## src/rtl/uart_tx_serializer.sv

```systemverilog
// UART transmit serializer: valid/ready byte FIFO feeding an LSB-first
// async-serial framer (start, data, optional parity, stop bits). Bit
// boundaries are paced by a single-cycle baud_tick enable in the clk domain.
module uart_tx_serializer #(
  parameter int DATA_BITS  = 8,
  parameter int FIFO_DEPTH = 4,
  parameter int PARITY     = 0,
  parameter int STOP_BITS  = 1
) (
  input  logic                          clk,
  input  logic                          clr_n,
  input  logic                          baud_tick,
  input  logic [DATA_BITS-1:0]          tx_data,
  input  logic                          tx_valid,
  output logic                          tx_ready,
  output logic                          tx,
  output logic                          busy,
  output logic [$clog2(FIFO_DEPTH):0]   fifo_count
);

  localparam int PTR_W = $clog2(FIFO_DEPTH);
  localparam int CNT_W = PTR_W + 1;
  localparam int BIT_W = $clog2(DATA_BITS);

  localparam logic [BIT_W-1:0] LAST_BIT  = BIT_W'(DATA_BITS - 1);
  localparam logic             LAST_STOP = 1'(STOP_BITS - 1);
  localparam logic [CNT_W-1:0] FULL_CNT  = CNT_W'(FIFO_DEPTH);

  typedef enum logic [2:0] {
    ST_IDLE,
    ST_START,
    ST_DATA,
    ST_PARITY,
    ST_STOP
  } state_t;

  // FIFO storage and bookkeeping
  logic [DATA_BITS-1:0] mem [FIFO_DEPTH];
  logic [PTR_W-1:0]     wr_ptr_reg;
  logic [PTR_W-1:0]     rd_ptr_reg;
  logic [CNT_W-1:0]     count_reg;
  logic                 push;
  logic                 pop;
  logic                 fifo_empty;
  logic [DATA_BITS-1:0] head;
  logic                 head_parity;

  // Framer state
  state_t               state_reg, state_next;
  logic [DATA_BITS-1:0] shift_reg, shift_next;
  logic [BIT_W-1:0]     bit_cnt_reg, bit_cnt_next;
  logic                 stop_cnt_reg, stop_cnt_next;
  logic                 parity_reg, parity_next;
  logic                 tx_reg, tx_next;

  assign fifo_empty  = (count_reg == '0);
  assign tx_ready    = (count_reg != FULL_CNT);
  assign push        = tx_valid && tx_ready;
  assign head        = mem[rd_ptr_reg];
  // Odd parity is the inverted data XOR; even (and unused) is the plain XOR.
  assign head_parity = (PARITY == 2) ? ~(^head) : (^head);

  assign tx         = tx_reg;
  assign busy       = (state_reg != ST_IDLE);
  assign fifo_count = count_reg;

  // FIFO data write; contents need no reset since the pointers define validity
  always_ff @(posedge clk) begin
    if (push) begin
      mem[wr_ptr_reg] <= tx_data;
    end
  end

  // FIFO pointers and occupancy; a simultaneous push and pop leaves count unchanged
  always_ff @(posedge clk or negedge clr_n) begin
    if (!clr_n) begin
      wr_ptr_reg <= '0;
      rd_ptr_reg <= '0;
      count_reg  <= '0;
    end else begin
      if (push) wr_ptr_reg <= wr_ptr_reg + 1'b1;
      if (pop)  rd_ptr_reg <= rd_ptr_reg + 1'b1;
      case ({push, pop})
        2'b10:   count_reg <= count_reg + 1'b1;
        2'b01:   count_reg <= count_reg - 1'b1;
        default: count_reg <= count_reg;
      endcase
    end
  end

  // Framer registers; tx idles high and returns high immediately on reset
  always_ff @(posedge clk or negedge clr_n) begin
    if (!clr_n) begin
      state_reg    <= ST_IDLE;
      shift_reg    <= '0;
      bit_cnt_reg  <= '0;
      stop_cnt_reg <= 1'b0;
      parity_reg   <= 1'b0;
      tx_reg       <= 1'b1;
    end else begin
      state_reg    <= state_next;
      shift_reg    <= shift_next;
      bit_cnt_reg  <= bit_cnt_next;
      stop_cnt_reg <= stop_cnt_next;
      parity_reg   <= parity_next;
      tx_reg       <= tx_next;
    end
  end

  // Next-state and line-bit selection; everything advances only on baud_tick
  always_comb begin
    state_next    = state_reg;
    shift_next    = shift_reg;
    bit_cnt_next  = bit_cnt_reg;
    stop_cnt_next = stop_cnt_reg;
    parity_next   = parity_reg;
    tx_next       = tx_reg;
    pop           = 1'b0;
    if (baud_tick) begin
      case (state_reg)
        ST_IDLE: begin
          tx_next = 1'b1;
          if (!fifo_empty) begin
            pop          = 1'b1;
            shift_next   = head;
            parity_next  = head_parity;
            bit_cnt_next = '0;
            tx_next      = 1'b0;
            state_next   = ST_START;
          end
        end
        ST_START: begin
          tx_next    = shift_reg[0];
          shift_next = shift_reg >> 1;
          state_next = ST_DATA;
        end
        ST_DATA: begin
          if (bit_cnt_reg == LAST_BIT) begin
            bit_cnt_next  = '0;
            stop_cnt_next = 1'b0;
            if (PARITY != 0) begin
              tx_next    = parity_reg;
              state_next = ST_PARITY;
            end else begin
              tx_next    = 1'b1;
              state_next = ST_STOP;
            end
          end else begin
            tx_next      = shift_reg[0];
            shift_next   = shift_reg >> 1;
            bit_cnt_next = bit_cnt_reg + 1'b1;
          end
        end
        ST_PARITY: begin
          tx_next       = 1'b1;
          stop_cnt_next = 1'b0;
          state_next    = ST_STOP;
        end
        ST_STOP: begin
          if (stop_cnt_reg == LAST_STOP) begin
            stop_cnt_next = 1'b0;
            // A queued byte starts immediately so frames run back-to-back.
            if (!fifo_empty) begin
              pop          = 1'b1;
              shift_next   = head;
              parity_next  = head_parity;
              bit_cnt_next = '0;
              tx_next      = 1'b0;
              state_next   = ST_START;
            end else begin
              tx_next    = 1'b1;
              state_next = ST_IDLE;
            end
          end else begin
            stop_cnt_next = stop_cnt_reg + 1'b1;
          end
        end
        default: begin
          tx_next    = 1'b1;
          state_next = ST_IDLE;
        end
      endcase
    end
  end

endmodule

```

## config.mk

```make
export PLATFORM = sky130hd
export DESIGN_NAME = uart_tx_serializer
export DESIGN_NICKNAME = d
export VERILOG_FILES = /design/src/rtl/uart_tx_serializer.sv
export SDC_FILE = /design/constraint.sdc
export NUM_CORES = 1
export LEC_CHECK = 0
export BUFFER_PORTS_ARGS = -buffer_cell sky130_fd_sc_hd__clkbuf_2
export CORE_ASPECT_RATIO = 0.9
export CORE_UTILIZATION = 59
export DETAILED_ROUTE_END_ITERATION = 10
export GPL_ROUTABILITY_DRIVEN = 0
export PLACE_DENSITY_LB_ADDON = 0.05
export SYNTH_ARGS = -nofsm -noshare
export SYNTH_HDL_FRONTEND = slang
export SYNTH_SLANG_ARGS = --single-unit
```

## constraint.sdc

```tcl
create_clock -name clk -period 5.95 [get_ports clk]
set_clock_uncertainty 0.2 [all_clocks]
set_input_delay 0.595 -clock clk [delete_from_list [all_inputs] [get_ports clk]]
set_output_delay 0.595 -clock clk [all_outputs]
set_load 0.05 [all_outputs]
```

== Word level (Yosys, flattened, before mapping) ==
Memory sizes are Yosys's and may differ from the RTL's.
Index checks and enable logic that the tools add are counted.

* Register bits: 23
* Bits in latches: 0
* Bits in writable memories: 32
* Bits in read-only memories: 0
* Bits of input ports: 12
* Output and inout bits: 6
* Word-level logic and storage cells: 67
* Memories: 1

* Add/sub/neg operators: 6
* Multiply operators: 0
* Divide/modulo/power cells: 0
* Magnitude comparators: 0
* Equality and inequality tests: 12
* Shifts and indexed selects: 0
* Mux-type cells: 27
* Bitwise gates (word level): 0
* Reduce and logical (&&, ||, !) cells: 13

{| class="wikitable"
|+ Memories
! name !! depth !! width !! rd ports !! clocked after memory_dff !! write ports !! line !! source
|-
| mem || 4 || 8 || 1 || 0 || 1 || 38 || <nowiki>logic [DATA_BITS-1:0] mem [FIFO_DEPTH];</nowiki>
|}

{| class="wikitable"
|+ Operators by type and width
! operator !! number
|-
| case mux 8 bit (4 select lines) || 1
|-
| two-way mux 8 bit || 3
|-
| two-way mux 3 bit || 6
|-
| case mux 3 bit (5 select lines) || 1
|-
| two-way mux 1 bit || 11
|-
| case mux 3 bit (3 select lines) || 1
|-
| nonzero test 3 bit || 3
|-
| inequality test 2 bit, second input constant || 4
|-
| AND reduction 4 bit || 2
|-
| adder 3 x 1 -> 3 bit, second input constant || 2
|-
| equality test 3 x 2 -> 1 bit, second input constant || 2
|-
| equality test 3 bit, second input constant || 2
|-
| zero test 3 bit || 2
|-
| case mux 3 bit (2 select lines) || 1
|-
| AND reduction 3 bit || 2
|-
| adder 2 x 1 -> 2 bit, second input constant || 2
|-
| case mux 1 bit (4 select lines) || 1
|-
| nonzero test 4 bit || 1
|-
| equality test 3 x 1 -> 1 bit, second input constant || 1
|-
| inequality test 3 bit, second input constant || 1
|-
| case mux 1 bit (3 select lines) || 1
|-
| subtractor 3 x 1 -> 3 bit, second input constant || 1
|-
| equality test 2 x 1 -> 1 bit, second input constant || 1
|-
| equality test 2 bit, second input constant || 1
|-
| 5 further kinds || 5
|}

== Depth between registers and ports, before layout ==
Gate-level depths: netlist of run 1.

* Word-level depth: 7
* Mapped depth: 10
* Mapped depth without buffers: 10

== Worst setup path after synthesis of run 1 ==
OpenSTA, ideal clock, no wires.

* Path kind: register to register
* Start point: register count_reg[2] (netlist: fifo_count[2])
* End point: register count_reg[2] (netlist: fifo_count[2])
* Arrival: 2.683 ns
* Required time: 5.668 ns
* Slack: 2.984 ns
* Stages on the path, launching flop included: 10
* Buffers on the path: 0
* Clock period less this slack: 2.966 ns
* Cell sequence: dfrtp_1 > nand3_1 > and2_1 > inv_1 > ha_1 > inv_1 > fa_1 > xor2_1 > nor2_1 > xor2_1

{| class="wikitable"
|+ RTL lines
! what !! line !! source
|-
| start: declaration || 41 || <nowiki>logic [CNT_W-1:0] count_reg;</nowiki>
|-
| start signal: assignment || 84 || <nowiki>2'b10: count_reg <= count_reg + 1'b1;</nowiki>
|-
| start signal: assignment || 85 || <nowiki>2'b01: count_reg <= count_reg - 1'b1;</nowiki>
|-
| start signal: assignment || 86 || <nowiki>default: count_reg <= count_reg;</nowiki>
|-
| inequality test 3 bit (*) || 57 || <nowiki>assign tx_ready = (count_reg != FULL_CNT);</nowiki>
|-
| via tx_ready || 15 || <nowiki>output logic tx_ready,</nowiki>
|-
| logical AND 1 bit (*) || 58 || <nowiki>assign push = tx_valid && tx_ready;</nowiki>
|-
| equality test 2 x 1 -> 1 bit or equality test 2 bit (tied branches) || 83 || <nowiki>case ({push, pop})</nowiki>
|-
| case mux 3 bit (2 select lines) or nonzero test 2 bit (tied branches) || - ||
|}

Mark *: on every way through the listed nets, which the timed path passes. The rest lies on a longest branch.
A chain may end at the register's enable or synchronous reset.

== Worst setup path in the final report of run 1 ==
* Start point: register state_reg[0]
* End point: register count_reg[2] (netlist: fifo_count[2])

* Word-level cells in the longest chain between the ends: 5

{| class="wikitable"
|+ Ends and longest elaborated chain
! what !! line !! source
|-
| start: declaration || 49 || <nowiki>state_t state_reg, state_next;</nowiki>
|-
| start signal: assignment || 101 || <nowiki>state_reg <= state_next;</nowiki>
|-
| equality test 3 bit or zero test 3 bit (tied branches) || 120 || <nowiki>case (state_reg)</nowiki>
|-
| case mux 1 bit (2 select lines) (*) || 120 ||
|-
| two-way mux 1 bit (*) || 119 || <nowiki>if (baud_tick) begin</nowiki>
|-
| via pop || 43 || <nowiki>logic pop;</nowiki>
|-
| equality test 2 x 1 -> 1 bit or equality test 2 bit (tied branches) || 83 ||
|-
| case mux 3 bit (2 select lines) or nonzero test 2 bit (tied branches) || - ||
|}

Marks and branches as above.

==> flow_summary_export.csv, run 1 <==
group,metric,value,unit
run_status,status,"completed",
synthesis,async_flop_share,0.407,
hold_path,hold_path.class,"in -> async",
detailed_routing,drc,0,
global_route,overflow,0,
synthesis,synthTopCellsByCount,"32 x edfxtp_1, 21 x dfrtp_1, 9 x inv_1",
detailed_routing,routed_wirelength,3630,um
synthesis,yosys.area_share.xor_xnor,0.0266,
timing,worst_slew_pin_slew,0.616,ns
layout,area_delta_synth_final,8.67,%
layout,largest_reg_flops,32,
detailed_routing,ant_nets,0,
clocking,clk_latency,0.30,ns
pwr,ir_worst_vdd,269,uV
detailed_routing,viasPerCell,5.73,
synthesis,syn_area,2310,um^2
synthesis,yosys_register_bits,54,
synthesis,synthMuxAreaShare,0.0889,
critical_path,endpoint_kind,"register",
timing,finalSetupViolCount,0,
global_route,grt_pass1_wl,5590,um
critical_path,worstPathArrival,2.59,ns
floorplan,die_area,4170,um^2
synthesis,synthFlopType,"edfxtp_1",
synthesis,yosysSeqAreaShare,0.655,
pwr,finalPower,1.28,mW
critical_path,cp_max_fo,10,
placement,dp_cells,206,
global_route,antenna_found_initial,0,
timing,max_freq,0.391,GHz
floorplan,dieWidth,67.9,um
global_route,grt_max_degree,23,
placement,hpwl,2590,um
synthesis,synth_adder_area_share,0.0466,
run,max_cap_viol_count,0,
clocking,clock-sinks,54,
floorplan,die_y,61.3,um
critical_path,required,5.98,ns
floorplan,start_util,0.619,
clocking,ctsResizeCount,0,
synthesis,synth_top_cell_area_share,0.416,
global_route,track_usage,0.200,
layout,post-route-util,0.672,
timing,tns,0,ns
critical_path,crit_type,"reg -> reg",
placement,io_buffers,17,
layout,n_antenna_cell,0,
global_route,grt_pass1_vias,1138,
synthesis,syn_inst,148,
layout,fillCellCount,270,
timing,post-route-period-util,0.429,
timing,slew_viol_final,0,
synthesis,synth.area.top_cells,"edfxtp_1 42%, dfrtp_1 23%, mux4_2 6.8%",
layout,nNetsFinal,187,
synthesis,synth_edf_count,32,
timing,final_hold_viol_count,0,
synthesis,syn_area_per_cell,15.6,um^2
clocking,cts_hold_buf,0,
detailed_routing,drt_iter0_drc,62,
synthesis,yosysUniqueCellTypes,42,
timing,rsz0062_at_grt,"no",
critical_path,rrSetupSlack,3.40,ns
clocking,tritoncts,"done",
floorplan,rows,21,
pwr,p_leak,1.01,nW
synthesis,yosys.area.top_type,"edfxtp_1",
synthesis,synth_top_family_by_area,"multiplexers",
critical_path,reg2reg_to,"fifo_count[2]$_DFFE_PN0P_",
timing,maxSlewHeadroom,0.589,
synthesis,yosys.area_share.simple,0.0818,
critical_path,crit_start,"state_reg[0]$_DFFE_PN0P_",
clocking,postCtsSetupRepairBufs,0,
synthesis,synth_warnings,0,
clocking,clkSlewWorstSetupHoldPaths,0.09,ns
layout,layout.cells.non_filler,214,
timing,period_minus_slack,2.55,ns
detailed_routing,wl_per_cell,16.9,um
layout,drive_above_1_share,0.214,
floorplan,boundaryPins,18,
detailed_routing,drt_pass1_iterations,4,
critical_path,endpoint,"fifo_count[2]$_DFFE_PN0P_",
clocking,clockRootBuffer,"clkbuf_8",
clocking,cts_made_buffers,5,
synthesis,synth_most_common_cell,"edfxtp_1",
synthesis,synth_fp_nets,168,
synthesis,synth-compound-area-share,0.0710,
critical_path,worst-r2r-cell-count,9,
detailed_routing,num_vias,1227,
clocking,cts_buffer_depth,2,
floorplan,core_area,3730,um^2
clocking,htreeDepth,2,
critical_path,r2r_start,"state_reg[0]$_DFFE_PN0P_",
timing,fin_worst_hold_slack,0.0579,ns
critical_path,critPathLaunchType,"register",
pwr,powerDensity,512,nW/um^2
[worst min-delay path by stage]
stage,from,end,slack (ns),cells after the start
floorplan,clr_n,bit_cnt_reg[0]$_DFFE_PN0P_,0.1,0
detailed placement,bit_cnt_reg[0]$_DFFE_PN0P_,bit_cnt_reg[0]$_DFFE_PN0P_,0.28,1
global placement,bit_cnt_reg[0]$_DFFE_PN0P_,bit_cnt_reg[0]$_DFFE_PN0P_,0.26,1
global route,clr_n,shift_reg[6]$_DFFE_PN0P_,0.09,1
finish,clr_n,state_reg[2]$_DFFE_PN0P_,0.06,1
CTS,clr_n,state_reg[1]$_DFFE_PN0P_,0.07,1
[layout make-up]
| type | count | area (um^2) | share of cell area |
|---|---|---|---|
| Sequential cell | 54 | 1510 | 0.603 |
| Clock buffer | 5 | 68.8 | 0.0274 |
| Timing Repair Buffer | 17 | 85.1 | 0.0339 |
| Tap cell | 46 | 57.6 | 0.0229 |
| Multi-Input combinational cell | 79 | 727 | 0.290 |
| Clock inverter | 3 | 20.0 | 0.00798 |
| Inverter | 10 | 37.5 | 0.0150 |
[metal layers]
metal,global-route usage,up-vias,part of all wire
met1,0.278,607,0.48
li1,-,590,-
met3,0.0722,6,0.034
met4,0.0714,0,0.015
met5,0,-,0
met2,0.291,24,0.47
[per-stage QoR]
stage,cell area (um^2),setup WS [ns]
2_1_floorplan,2310,2.98
3_3_place_gp,2420,3.27
3_5_place_dp,2420,3.18
4_1_cts,2510,3.39
5_1_grt,2510,3.22
6_report,2510,3.40
[cells by family (layout without fill, tap and decap cells)]
family                     after synthesis  count (layout)
and+or+nand+nor                         34              34
AOI/OAI and AO/OA                       20              20
buffers and inverters                   15              35
muxes                                   10              10
DFF                                     54              54
xor gates and xnor gates                 7               7
adders and majority gates                8               8
[placed cells by master, fill, tap and decap left out, drive strengths merged, types with 2 or more instances in the layout]
master  instances
edfxtp         32
clkbuf         22
dfrtp          21
inv            11
and2            8
mux4            8
a221o           7
ha              7
nand2           6
xnor2           5
and3            4
nor2            4
nor2b           3
o21ai           3
nor3            2
nand3           2
xor2            2
o22ai           2
[report_power, final]
group          total, mW  switching, mW  internal (mW)
clock network      0.199          0.116         0.0830
registers          0.622          0.102          0.520
logic              0.463          0.260          0.203
[critical path, cell delays in order, from the launching register on]
cell	delay, ns
dfrtp_1	0.46
nand2b_1	0.22
or3_1	0.39
inv_2	0.16
ha_1	0.21
inv_1	0.06
fa_1	0.37
xor2_1	0.15
nor2_1	0.11
xor2_1	0.15
No activity file was read; power rests on OpenSTA's default activity.
==> inputs of run 2 (changes only) <==
--- a/config.mk
+++ b/config.mk
@@ -7,7 +7,7 @@
 export LEC_CHECK = 0
 export BUFFER_PORTS_ARGS = -buffer_cell sky130_fd_sc_hd__clkbuf_2
 export CORE_ASPECT_RATIO = 0.9
-export CORE_UTILIZATION = 59
+export CORE_UTILIZATION = 53
 export DETAILED_ROUTE_END_ITERATION = 10
 export GPL_ROUTABILITY_DRIVEN = 0
 export PLACE_DENSITY_LB_ADDON = 0.05
==> constraint.sdc (replaced) <==
create_clock -name clk -period 2.24 [get_ports clk]
set_clock_uncertainty 0.2 [all_clocks]
set_input_delay 0.224 -clock clk [delete_from_list [all_inputs] [get_ports clk]]
set_output_delay 0.224 -clock clk [all_outputs]
set_load 0.05 [all_outputs]
==> run 2 against run 1 <==
Against the previous run:
- the flow now finishes with violations (negative setup slack)
- cell area is 9.5% higher
- critical path type unchanged
- clock power grew to 2.7 times the previous value
- sequential share of layout area shrank 5.1 points
- fmax increased by 13%
- total power grew to 2.8 times the previous value
==> flow_summary_export.csv, run 2 (synthesized netlist as in run 1, its figures left out) <==
group,metric,value,unit
floorplan,die_y,64.6,um
global_route,grt_pass1_vias,1385,
critical_path,worstPathArrival,2.29,ns
floorplan,start_util,0.559,
critical_path,critPathSlowestCell,"dfrtp_1",
pwr,p_clk_frac,0.147,
clocking,clock-sinks,54,
pwr,p_sw_frac,0.371,
placement,dp_cells,216,
global_route,met1_usage,0.267,
layout,layout_commonest_cell,"edfxtp_1",
critical_path,rrSetupSlack,-0.01,ns
layout,drive_above_1_share,0.323,
floorplan,die_area,4620,um^2
layout,area_delta_synth_final,19.0,%
hold_path,hold-path-endpoint,"tx$_DFFE_PN1P_",
timing,worst_slew_pin_slew,0.539,ns
global_route,antenna_found_initial,0,
detailed_routing,ant_nets,0,
layout,n_antenna_cell,0,
timing,fin_worst_hold_slack,0.0627,ns
timing,slew_viol_final,0,
detailed_routing,routed_wirelength,3950,um
pwr,pwr-share-seq,0.433,
placement,hpwl,2740,um
critical_path,cpPeakStageDelay,0.40,ns
critical_path,required,2.27,ns
run_status,status,"complete, but fails checks",
layout,layout_common_cells,"32 x edfxtp_1, 18 x dfrtp_1, 17 x clkbuf_2",
global_route,grt_max_degree,23,
critical_path,endpoint_kind,"register",
layout,final_area,2750,um^2
floorplan,boundaryPins,18,
run_status,violations,"negative setup slack",
detailed_routing,drt_pass1_iterations,5,
layout,fillCellCount,311,
global_route,top_usage_layer,"met2",
clocking,clockRootBuffer,"clkbuf_8",
timing,final_hold_viol_count,0,
clocking,clk_latency,0.31,ns
timing,fin_ws,-0.0133,ns
timing,post-route-period-util,1.01,
timing,period_minus_slack,2.25,ns
timing,rsz0062_at_grt,"yes",
placement,io_buffers,17,
detailed_routing,viasPerCell,5.56,
critical_path,crit_top_cell,"xor2_1",
timing,maxSlewHeadroom,0.640,
layout,nNetsFinal,208,
detailed_routing,drt_iter0_drc,77,
layout,seqCellArea,1520,um^2
critical_path,r2r_start,"state_reg[0]$_DFFE_PN0P_",
critical_path,reg2reg_to,"fifo_count[2]$_DFFE_PN0P_",
critical_path,crit_type,"reg -> reg",
critical_path,cp_max_fo,2,
layout,multi_input_area,774,um^2
pwr,p_int,2.30,mW
global_route,track_usage,0.202,
hold_path,whs_path_depth,3,
critical_path,worst-r2r-cell-count,9,
global_route,grt_pass1_wl,6710,um
floorplan,core_area,4130,um^2
placement,dpl_cell_area,2530,um^2
clocking,htreeDepth,2,
timing,finalSetupViolCount,1,
pwr,p_leak,1.10,nW
hold_path,holdCritStartpoint,"baud_tick",
pwr,pwr-share-comb,0.420,
global_route,overflow,0,
clocking,clkSlewWorstSetupHoldPaths,0.10,ns
pwr,finalPower,3.65,mW
pwr,power_switching,1.35,mW
detailed_routing,num_vias,1318,
floorplan,dieWidth,71.6,um
timing,max_freq,0.444,GHz
hold_path,hold_path.class,"in -> reg",
global_route,gr-usage-met2,0.324,
detailed_routing,drc,0,
clocking,cts_buffer_depth,2,
critical_path,critPathLaunchType,"register",
clocking,tritoncts,"done",
layout,largest_reg_flops,32,
detailed_routing,wl_per_cell,16.7,um
pwr,ir_worst_vdd,677,uV
clocking,cts_made_buffers,5,
run,max_cap_viol_count,0,
floorplan,rows,22,
pwr,powerDensity,1330,nW/um^2
global_route,met3_usage,0.0420,
layout,layout.cells.non_filler,237,
critical_path,path_cells,"nand2b_4 > or3_4 > inv_4 > ha_4 > inv_2 > fa_2 > xor2_1 > nor2_1 > xor2_1",
## run 2: cell types whose count changed in the layout (fill, tap and decap cells not counted), sizes merged
cell and change:
buf +11, dlygate4sd3 +10
## run 2: what timing repair did
item | 4_1_cts | 5_1_grt
resized for setup | 1 | 0
endpoints found under the hold margin | 55 | 0
pin swaps | 4 | 5
hold buffers | 10 | 0
setup endpoints to repair | 1 | 1
setup buffers | 1 | 2
## run 2: metal layers
metal / vias up / share of wire
li1: 636 / -
met1: 645 / 0.45
met2: 29 / 0.49
met3: 8 / 0.035
met4: 0 / 0.018
met5: - / 0
## run 2: through the flow
step                      utilization  setup WS, ns  TNS, ns
after global placement          0.612        0.0684        0
after CTS                       0.662       0.00901        0
after global routing            0.665       -0.0664  -0.0664
after floorplan                     -       -0.0645  -0.0645
final                           0.665       -0.0133  -0.0133
after detailed placement        0.612       -0.0293  -0.0293
## run 2: how the worst max path moves through the flow
stage	slack, ns	from	end	depth (start not counted)
2_1_floorplan	-0.06	fifo_count[0]$_DFFE_PN0P_	fifo_count[2]$_DFFE_PN0P_	10
3_3_place_gp	0.07	state_reg[0]$_DFFE_PN0P_	fifo_count[2]$_DFFE_PN0P_	9
3_5_place_dp	-0.03	state_reg[0]$_DFFE_PN0P_	fifo_count[2]$_DFFE_PN0P_	9
4_1_cts	0.009	state_reg[0]$_DFFE_PN0P_	fifo_count[2]$_DFFE_PN0P_	9
5_1_grt	-0.07	state_reg[0]$_DFFE_PN0P_	fifo_count[2]$_DFFE_PN0P_	9
6_report	-0.01	state_reg[0]$_DFFE_PN0P_	fifo_count[2]$_DFFE_PN0P_	9
## run 2: worst max-delay path: cells and delay by family (launching register included)
kind / cells / cell delay [ns]
AND/OR/NAND/NOR: 3 / 0.69
adder cells (fa/ha/maj): 2 / 0.47
flip-flops: 1 / 0.40
XOR/XNOR: 2 / 0.30
buffers and inverters: 2 / 0.11
## run 2: power by group through the flow
| stage | Combinational [mW] | Sequential [mW] | Clock [mW] |
|---|---|---|---|
| 4_1_cts | 1.53 | 1.59 | 0.557 |
| 2_1_floorplan | 1.03 | 1.68 | 0 |
| 3_5_place_dp | 1.49 | 1.60 | 0 |
| 3_3_place_gp | 1.44 | 1.58 | 0 |
| 6_report | 1.53 | 1.58 | 0.536 |
| 5_1_grt | 1.69 | 1.62 | 0.585 |
## run 2: final cells by class
class | instances | area share
Multi-Input combinational cell | 79 | 0.282
Clock inverter | 3 | 0.00729
Timing Repair Buffer | 38 | 0.0974
Clock buffer | 5 | 0.0250
Inverter | 10 | 0.0146
Sequential cell | 54 | 0.552
Tap cell | 48 | 0.0219
